[config.mk]
export PLATFORM = sky130hd
export DESIGN_NAME = am_envelope_demod
export DESIGN_NICKNAME = d
export VERILOG_FILES = /design/src/rtl/am_envelope_demod.sv
export SDC_FILE = /design/constraint.sdc
export NUM_CORES = 1
export LEC_CHECK = 0
export BUFFER_PORTS_ARGS = -buffer_cell sky130_fd_sc_hd__buf_2
export CAP_MARGIN = 20
export CORE_ASPECT_RATIO = 1.4
export CORE_MARGIN = 10
export CORE_UTILIZATION = 50
export DETAILED_ROUTE_END_ITERATION = 10
export HOLD_SLACK_MARGIN = 0.12
export PLACE_DENSITY = 0.65
export RECOVER_POWER = 25
export SLEW_MARGIN = 20
export SYNTH_ARGS = -nofsm -noshare
export SYNTH_HDL_FRONTEND = slang
export SYNTH_SLANG_ARGS = --single-unit
[constraint.sdc]
create_clock -name clk -period 8.9 [get_ports clk]
set_input_delay 1.78 -clock clk [delete_from_list [all_inputs] [get_ports clk]]
set_output_delay 1.78 -clock clk [all_outputs]
set_load 0.02 [all_outputs]
[src/rtl/am_envelope_demod.sv]
// AM envelope demodulator: rectify, integrate-and-dump by DECIM, leaky DC removal,
// programmable gain and saturation to 8-bit offset-binary audio.
module am_envelope_demod #(
    parameter int DECIM      = 64,
    parameter int LOG2_DECIM = 6,
    parameter int DC_SHIFT   = 4
) (
    input  logic       clk,
    input  logic       rst,
    input  logic       sample_en,
    input  logic [5:0] if_filt_in,
    input  logic [1:0] gain_spi,
    output logic [7:0] audio_out,
    output logic       audio_valid,
    output logic       overflow
);
    localparam int ACC_W = 6 + LOG2_DECIM;
    localparam int DCA_W = ACC_W + DC_SHIFT;
    localparam int AC_W  = 8 + LOG2_DECIM;
    localparam int G_W   = AC_W + 3;

    localparam logic [LOG2_DECIM-1:0] CNT_LAST = LOG2_DECIM'(DECIM - 1);
    localparam logic [LOG2_DECIM-1:0] CNT_ONE  = LOG2_DECIM'(1);
    localparam logic signed [G_W-1:0] S_MAX    = G_W'(127);
    localparam logic signed [G_W-1:0] S_MIN    = G_W'(-128);

    logic [ACC_W-1:0]       acc_r;
    logic [LOG2_DECIM-1:0]  cnt_r;
    logic [ACC_W-1:0]       env_r;
    logic                   env_valid_r;
    logic [DCA_W-1:0]       dc_acc_r;
    logic [7:0]             audio_out_r;
    logic                   audio_valid_r;
    logic                   overflow_r;

    logic [5:0]             mag_s;
    logic [ACC_W-1:0]       acc_next_s;
    logic [ACC_W-1:0]       dc_s;
    logic signed [AC_W-1:0] ac_s;
    logic signed [G_W-1:0]  g_s;
    logic signed [G_W-1:0]  s_s;
    logic [DCA_W-1:0]       dc_acc_next_s;
    logic [7:0]             sat_s;
    logic                   ovf_s;

    // Full-wave rectify; unsigned 6-bit result so -32 maps to 32 without wrapping.
    always_comb begin
        mag_s = if_filt_in;
        if (if_filt_in[5]) begin
            mag_s = 6'd0 - if_filt_in;
        end else begin
            mag_s = if_filt_in;
        end
    end

    assign acc_next_s    = acc_r + {{(ACC_W-6){1'b0}}, mag_s};
    assign dc_s          = dc_acc_r[DCA_W-1:DC_SHIFT];
    assign ac_s          = $signed({{(AC_W-ACC_W){1'b0}}, env_r}) - $signed({{(AC_W-ACC_W){1'b0}}, dc_s});
    assign g_s           = $signed({{(G_W-AC_W){ac_s[AC_W-1]}}, ac_s}) <<< gain_spi;
    assign s_s           = g_s >>> (LOG2_DECIM - 2);
    assign dc_acc_next_s = dc_acc_r + {{DC_SHIFT{1'b0}}, env_r} - {{DC_SHIFT{1'b0}}, dc_s};

    // Clamp the scaled AC term to the signed 8-bit audio range and flag clipping.
    always_comb begin
        sat_s = s_s[7:0];
        ovf_s = 1'b0;
        if (s_s > S_MAX) begin
            sat_s = 8'h7F;
            ovf_s = 1'b1;
        end else if (s_s < S_MIN) begin
            sat_s = 8'h80;
            ovf_s = 1'b1;
        end else begin
            sat_s = s_s[7:0];
            ovf_s = 1'b0;
        end
    end

    // Integrate-and-dump over DECIM accepted samples; idle cycles hold acc and cnt.
    always_ff @(posedge clk) begin
        if (rst) begin
            acc_r       <= {ACC_W{1'b0}};
            cnt_r       <= {LOG2_DECIM{1'b0}};
            env_r       <= {ACC_W{1'b0}};
            env_valid_r <= 1'b0;
        end else if (sample_en) begin
            if (cnt_r == CNT_LAST) begin
                env_r       <= acc_next_s;
                acc_r       <= {ACC_W{1'b0}};
                cnt_r       <= {LOG2_DECIM{1'b0}};
                env_valid_r <= 1'b1;
            end else begin
                acc_r       <= acc_next_s;
                cnt_r       <= cnt_r + CNT_ONE;
                env_valid_r <= 1'b0;
            end
        end else begin
            env_valid_r <= 1'b0;
        end
    end

    // DC tracking, gain and output register; runs the edge after every dump.
    always_ff @(posedge clk) begin
        if (rst) begin
            dc_acc_r      <= {DCA_W{1'b0}};
            audio_out_r   <= 8'h80;
            audio_valid_r <= 1'b0;
            overflow_r    <= 1'b0;
        end else if (env_valid_r) begin
            dc_acc_r      <= dc_acc_next_s;
            audio_out_r   <= sat_s + 8'h80;
            audio_valid_r <= 1'b1;
            overflow_r    <= overflow_r | ovf_s;
        end else begin
            audio_valid_r <= 1'b0;
        end
    end

    assign audio_out   = audio_out_r;
    assign audio_valid = audio_valid_r;
    assign overflow    = overflow_r;

endmodule
==> flow_summary.ini, run 1 <==
[run_status]
outcome = complete, but fails checks
failed_checks = max-capacitance violations, max-slew violations

[worst_setup_path]
path_cells = buf_2 > clkbuf_1 > clkinv_1 > nand4_1 > o311a_1 > nand3_1
r2r_cells = 12
endpoint_kind = flip-flop
crit_fanout = 56
startpoint = rst
max_stage_delay_ps = 1890
r2r-start = env_r[1]$_SDFFE_PP0P_
worstPathRequired_ps = 9120
reg2reg_to = dc_acc_r[13]$_SDFFE_PP0P_
critical_path_arrival_ps = 5510
crit_type = primary input to flip-flop
cp_slowest_cell = clkbuf_1
worstSetupStartpointType = primary input
worst-r2r-setup-slack_ps = 5270

[worst_hold_path]
holdPathStages = 2
min_to = audio_out[7]$_SDFFE_PP1P_
min-delay-start = audio_out[7]$_SDFFE_PP1P_
hold_path.class = flip-flop to flip-flop

[cts]
clock_sinks = 57
ctsResizeCount = 0
tritoncts = yes
postCtsSetupRepairBufs = 0
cts_made_buffers = 9
clk-insertion-delay-late_ps = 330
cts_root_buf = clkbuf_16
cts_htree_levels = 3
cts-hold-fix-buffers = 0
path_clk_slew_ps = 60
clock_tree.buffer_depth = 2

[route]
wl_per_cell_um = 14.8
first_iter_violations = 94
dr.pass1.iters = 4
vias_per_cell = 5.58
ant_nets = 0
drc = 0
routed_wl_mm = 10.0
vias = 3780

[global_route]
grt-ovfl-total = 0
grt_pass1_vias = 3755
grt_max_degree = 57
grtUsageTotal = 0.152
antenna_found_initial = 0
grt_pass1_wl_mm = 16.9

[timing]
max_freq_mhz = 189
final-hold-violation-count = 0
grt_setup_unrepaired = false
worstMarginPinSlew_ps = 2680
fin_skew_ps = 6.91
relSlewSlack = -0.788
fin_ws_ps = 3610
timing.setup.tns_ps = 0
setup_violations = 0
period_minus_slack_ps = 5290
fin_crit_sh = 0.595
finalMaxSlewViolations = 57

[synth]
seq_area_frac_synth = 0.252
synthTopCellsByCount = inv_1, dfxtp_1, nor2_1
async_flop_share = 0
syn_nets = 609
yosys-top-cells-area = dfxtp_1, ha_1, fa_1, inv_1, xnor2_1
postSynthRegisterBits = 57
synth_edf_count = 0
syn_area_per_cell_um2 = 8.24
post-synth-top-area-fraction = 0.252
yosys.area.top_type = dfxtp_1
ys.flop_type = dfxtp_1
synthCells = 549
synth.most_common_cell = inv_1
syn_area_um2 = 4520
synth_cell_types = 69
yosys_warnings = 0

[place]
post-place-ws_ps = 4410
io_buffers = 20
gp_congestion = 0.852
dp_hpwl_mm = 7.67

[floorplanning]
initial_utilization = 0.507
die_area_um2 = 13300
die_w_um = 100
io_pins = 21
fp.dieH_um = 133
core-area_um2 = 8930
rows = 41

[run]
maxCapViolations = 1

[pwr]
combPwrFrac = 0.114
leakagePower_uw = 0.00205
power.internal_uw = 493
peakVddDrop_v = 0.000127
p_sw_uw = 168
clkPwrFrac = 0.487
p_per_area_nw_per_um2 = 133
seq_power_share = 0.399
sw_frac_of_total = 0.254

[final_layout]
n_fill_cell = 872
nNetsFinal = 625
drive_gt1_frac = 0.0965
antenna_cells = 0
area_growth_pct = 10.2
## placed cells by master (no fill, tap or decap), types with 7 or more instances in the layout
cell type / synthesis / routed
xnor2_1: 26 / 26
a211oi_1: 7 / 7
ha_1: 35 / 35
mux2i_1: 16 / 16
clkbuf_16: 0 / 9
a21oi_1: 33 / 33
dfxtp_1: 57 / 57
a21o_1: 10 / 10
fa_1: 14 / 14
buf_2: 0 / 13
o21bai_1: 7 / 7
o21ai_0: 23 / 23
nand2_1: 39 / 39
inv_1: 66 / 66
nor2b_1: 9 / 9
clkbuf_1: 14 / 8
o211ai_1: 9 / 9
nor3_1: 14 / 14
xor2_1: 9 / 9
nor2_1: 53 / 53
nand3_1: 8 / 8
## power by group through the flow
stage | logic, µW | clock network (µW) | registers, µW
final | 75.1 | 322 | 264
after global routing | 84.9 | 342 | 264
after CTS | 75.4 | 331 | 264
after detailed placement | 75.0 | 0 | 269
after global placement | 73.1 | 0 | 269
after floorplan | 59.7 | 0 | 268
## through the flow
stage                util  total power [µW]  hold WS [ps]  instances  area (µm²)
global placement    0.528               342           453        661        4710
CTS                 0.560               671           471        677        4990
global route        0.558               691           493        677        4980
floorplan               -               328           456        549        4520
finish              0.558               661           468        677        4980
detailed placement  0.528               344           459        661        4710
## per-layer routing
metal / vias up / track usage / share of wire
met4: 0 / 0.0575 / 0.018
li1: 1951 / - / -
met5: - / 0 / 0
met2: 35 / 0.278 / 0.53
met1: 1779 / 0.162 / 0.43
met3: 15 / 0.0370 / 0.025
## worst max-delay path, delay by kind of cell
family          cells  cell delay, ps
buf+inv             3            3090
simple gates        2             410
compound gates      1             200
## flip-flops by register name, summed over array words and instances (netlist names)
name / flops
env_valid_r: 1
dc_acc_r: 16
overflow: 1
env_r: 12
cnt_r: 6
acc_r: 12
audio_out: 8
audio_valid: 1
## layout make-up
type,instances,area [µm²],share of cell area
repair buffers,23,110,0.0221
well taps,107,134,0.0269
clock inverters,5,30.0,0.00603
multi-input cells,407,3060,0.615
inverters,67,251,0.0505
flip-flops and latches,57,1140,0.229
clock buffers,11,253,0.0507
## how the worst max path moves through the flow
stage,cells after the start,to
after global placement,13,env_r[10]$_SDFFE_PP0P_
after CTS,13,env_r[10]$_SDFFE_PP0P_
after floorplan,12,env_r[10]$_SDFFE_PP0P_
after detailed placement,13,env_r[10]$_SDFFE_PP0P_
final,6,dc_acc_r[15]$_SDFFE_PP0P_
after global routing,6,dc_acc_r[15]$_SDFFE_PP0P_
## cells by family after synthesis
| family | count (synthesis) | synth area share |
|---|---|---|
| AOI/OAI and AO/OA | 149 | 0.246 |
| xor gates and xnor gates | 35 | 0.0678 |
| adders and majority gates | 49 | 0.159 |
| buffers and inverters | 85 | 0.0705 |
| DFF | 57 | 0.252 |
| muxes | 18 | 0.0404 |
| and+or+nand+nor | 156 | 0.164 |
No activity file was read; power rests on OpenSTA's default activity.
==> run 2, diff against run 1 <==
==> constraint.sdc (replaced) <==
create_clock -name clk -period 5.4 [get_ports clk]
set_input_delay 1.08 -clock clk [delete_from_list [all_inputs] [get_ports clk]]
set_output_delay 1.08 -clock clk [all_outputs]
set_load 0.02 [all_outputs]
==> run 2 against run 1 <==
The flow still finishes with violations (max-capacitance violations, max-slew violations). Hold slack improved by 11 ps. Non-clock buffer count did not move. Sequential share of layout area fell by 0.057 points. Routed wire length fell by 2.1%. Global-route usage rose by 0.33 points. Sequential power rose by 65%. Clock skew rose by 0.73 ps. Via count fell by 0.95%. Total power rose by 69%. Clock-buffer cell count fell by 2. Register-to-register slack got worse by 3400 ps. Critical path depth rose by 6. Largest cell class unchanged.
==> flow_summary.ini, run 2 (same netlist as run 1, synthesis figures left out) <==
[final_layout]
final_cell_area_um2 = 4990
antenna_cells = 0
nNetsFinal = 625
finish.utilization = 0.560
layout_commonest_cell = inv_1
reg.largest.list = dc_acc_r: 16 flops, acc_r: 12 flops, env_r: 12 flops
area_growth_pct = 10.4
final_cell_mix = inv_1, dfxtp_1, nor2_1
largest_register_ffs = 16
largest_register = dc_acc_r
drive_gt1_frac = 0.0947

[route]
drc = 0
ant_nets = 0
vias_per_cell = 5.53
dr.pass1.iters = 4
first_iter_violations = 167
vias = 3744
routed_wl_mm = 9.83
wl_per_cell_um = 14.5

[floorplanning]
initial_utilization = 0.507
io_pins = 21
die_w_um = 100
die_area_um2 = 13300
rows = 41
core-area_um2 = 8930
fp.dieH_um = 133

[global_route]
grt-ovfl-total = 0
grt_pass1_wl_mm = 17.3
grt_max_degree = 56
grtUsageTotal = 0.156
grt_pass1_vias = 3860
antenna_found_initial = 0

[timing]
fin_skew_ps = 7.65
timing.setup.tns_ps = 0
relSlewSlack = -0.710
period_minus_slack_ps = 3580
fin_ws_ps = 1820
worstMarginPinSlew_ps = 2560
grt_setup_unrepaired = false
final-hold-violation-count = 0
max_freq_mhz = 279
finalMaxSlewViolations = 56
setup_violations = 0
fin_crit_sh = 0.663

[pwr]
clkPwrFrac = 0.500
p_per_area_nw_per_um2 = 224
p_sw_uw = 281
peakVddDrop_v = 0.000177
power.internal_uw = 836
seq_power_share = 0.389
sw_frac_of_total = 0.251
leakagePower_uw = 0.00205
combPwrFrac = 0.110

[run_status]
outcome = complete, but fails checks
failed_checks = max-capacitance violations, max-slew violations

[worst_setup_path]
worstSetupStartpointType = flip-flop
crit_fanout = 4
critical_path_arrival_ps = 3810
crit_type = flip-flop to flip-flop
endpoint_kind = flip-flop
worstPathRequired_ps = 5630

[cts]
cts-hold-fix-buffers = 0
cts_htree_levels = 3
tritoncts = yes
clock_sinks = 57
ctsResizeCount = 0
clk-insertion-delay-late_ps = 330
cts_made_buffers = 9
postCtsSetupRepairBufs = 0
clock_tree.buffer_depth = 2
cts_root_buf = clkbuf_16
path_clk_slew_ps = 60

[place]
io_buffers = 20
place_area_um2 = 4710
post-place-ws_ps = 1680
gp_congestion = 0.847
dp_hpwl_mm = 7.67

[run]
maxCapViolations = 1

[worst_hold_path]
hold_path.class = flip-flop to flip-flop
## run 2: cell types whose count changed in the layout (fill, tap and decap cells not counted), sizes merged
cell and delta:
clkbuf -1, buf -1, bufinv +1, clkinvlp +1
## run 2: layer usage
layer  wire length [µm]  part of all wire  global-route usage  up-vias
met5                  0                 0                   0        -
met4                278             0.028              0.0756        0
met3                202             0.021              0.0271       17
met2               5270              0.54               0.284       37
met1               4080              0.41               0.165     1747
li1                   -                 -                   -     1943
## run 2: critical path, stage by stage, from the launching register on
cell      delay (ps)
dfxtp_1          410
inv_1             90
fa_1             600
inv_1             60
ha_1             310
a211oi_1         290
o21bai_1         160
nor3_1           230
o31ai_1          140
o41ai_1          600
o21ai_0          240
xor2_1           180
a21o_1           180
## run 2: cell type report
type                    count  area [µm²]
flip-flops and latches     57        1140
repair buffers             23         109
inverters                  67         251
multi-input cells         407        3060
well taps                 107         134
fillers                   858        3930
clock buffers               9         225
clock inverters             7        71.3
## run 2: path summary, 6_finish.rpt
kind                                             from                   endpoint  slack [ps]  cells after the start
worst min-delay path            overflow$_SDFFE_PP0P_      overflow$_SDFFE_PP0P_         480                      1
worst max register to register  env_r[1]$_SDFFE_PP0P_  dc_acc_r[13]$_SDFFE_PP0P_        1820                     12
worst min register to register  overflow$_SDFFE_PP0P_      overflow$_SDFFE_PP0P_         480                      1
worst max-delay path            env_r[1]$_SDFFE_PP0P_  dc_acc_r[13]$_SDFFE_PP0P_        1820                     12
## run 2: stage by stage
step | hold WS, ps | cells | total power [µW]
after global placement | 456 | 661 | 564
after CTS | 481 | 677 | 1140
after detailed placement | 470 | 661 | 567
after floorplan | 456 | 549 | 540
after global routing | 495 | 677 | 1170
final | 479 | 677 | 1120
## run 2: power by group through the flow
stage	combinational [µW]	clock [µW]	sequential [µW]
final	123	559	435
after global routing	142	592	435
after CTS	125	578	434
after detailed placement	124	0	443
after global placement	121	0	443
after floorplan	98.4	0	442
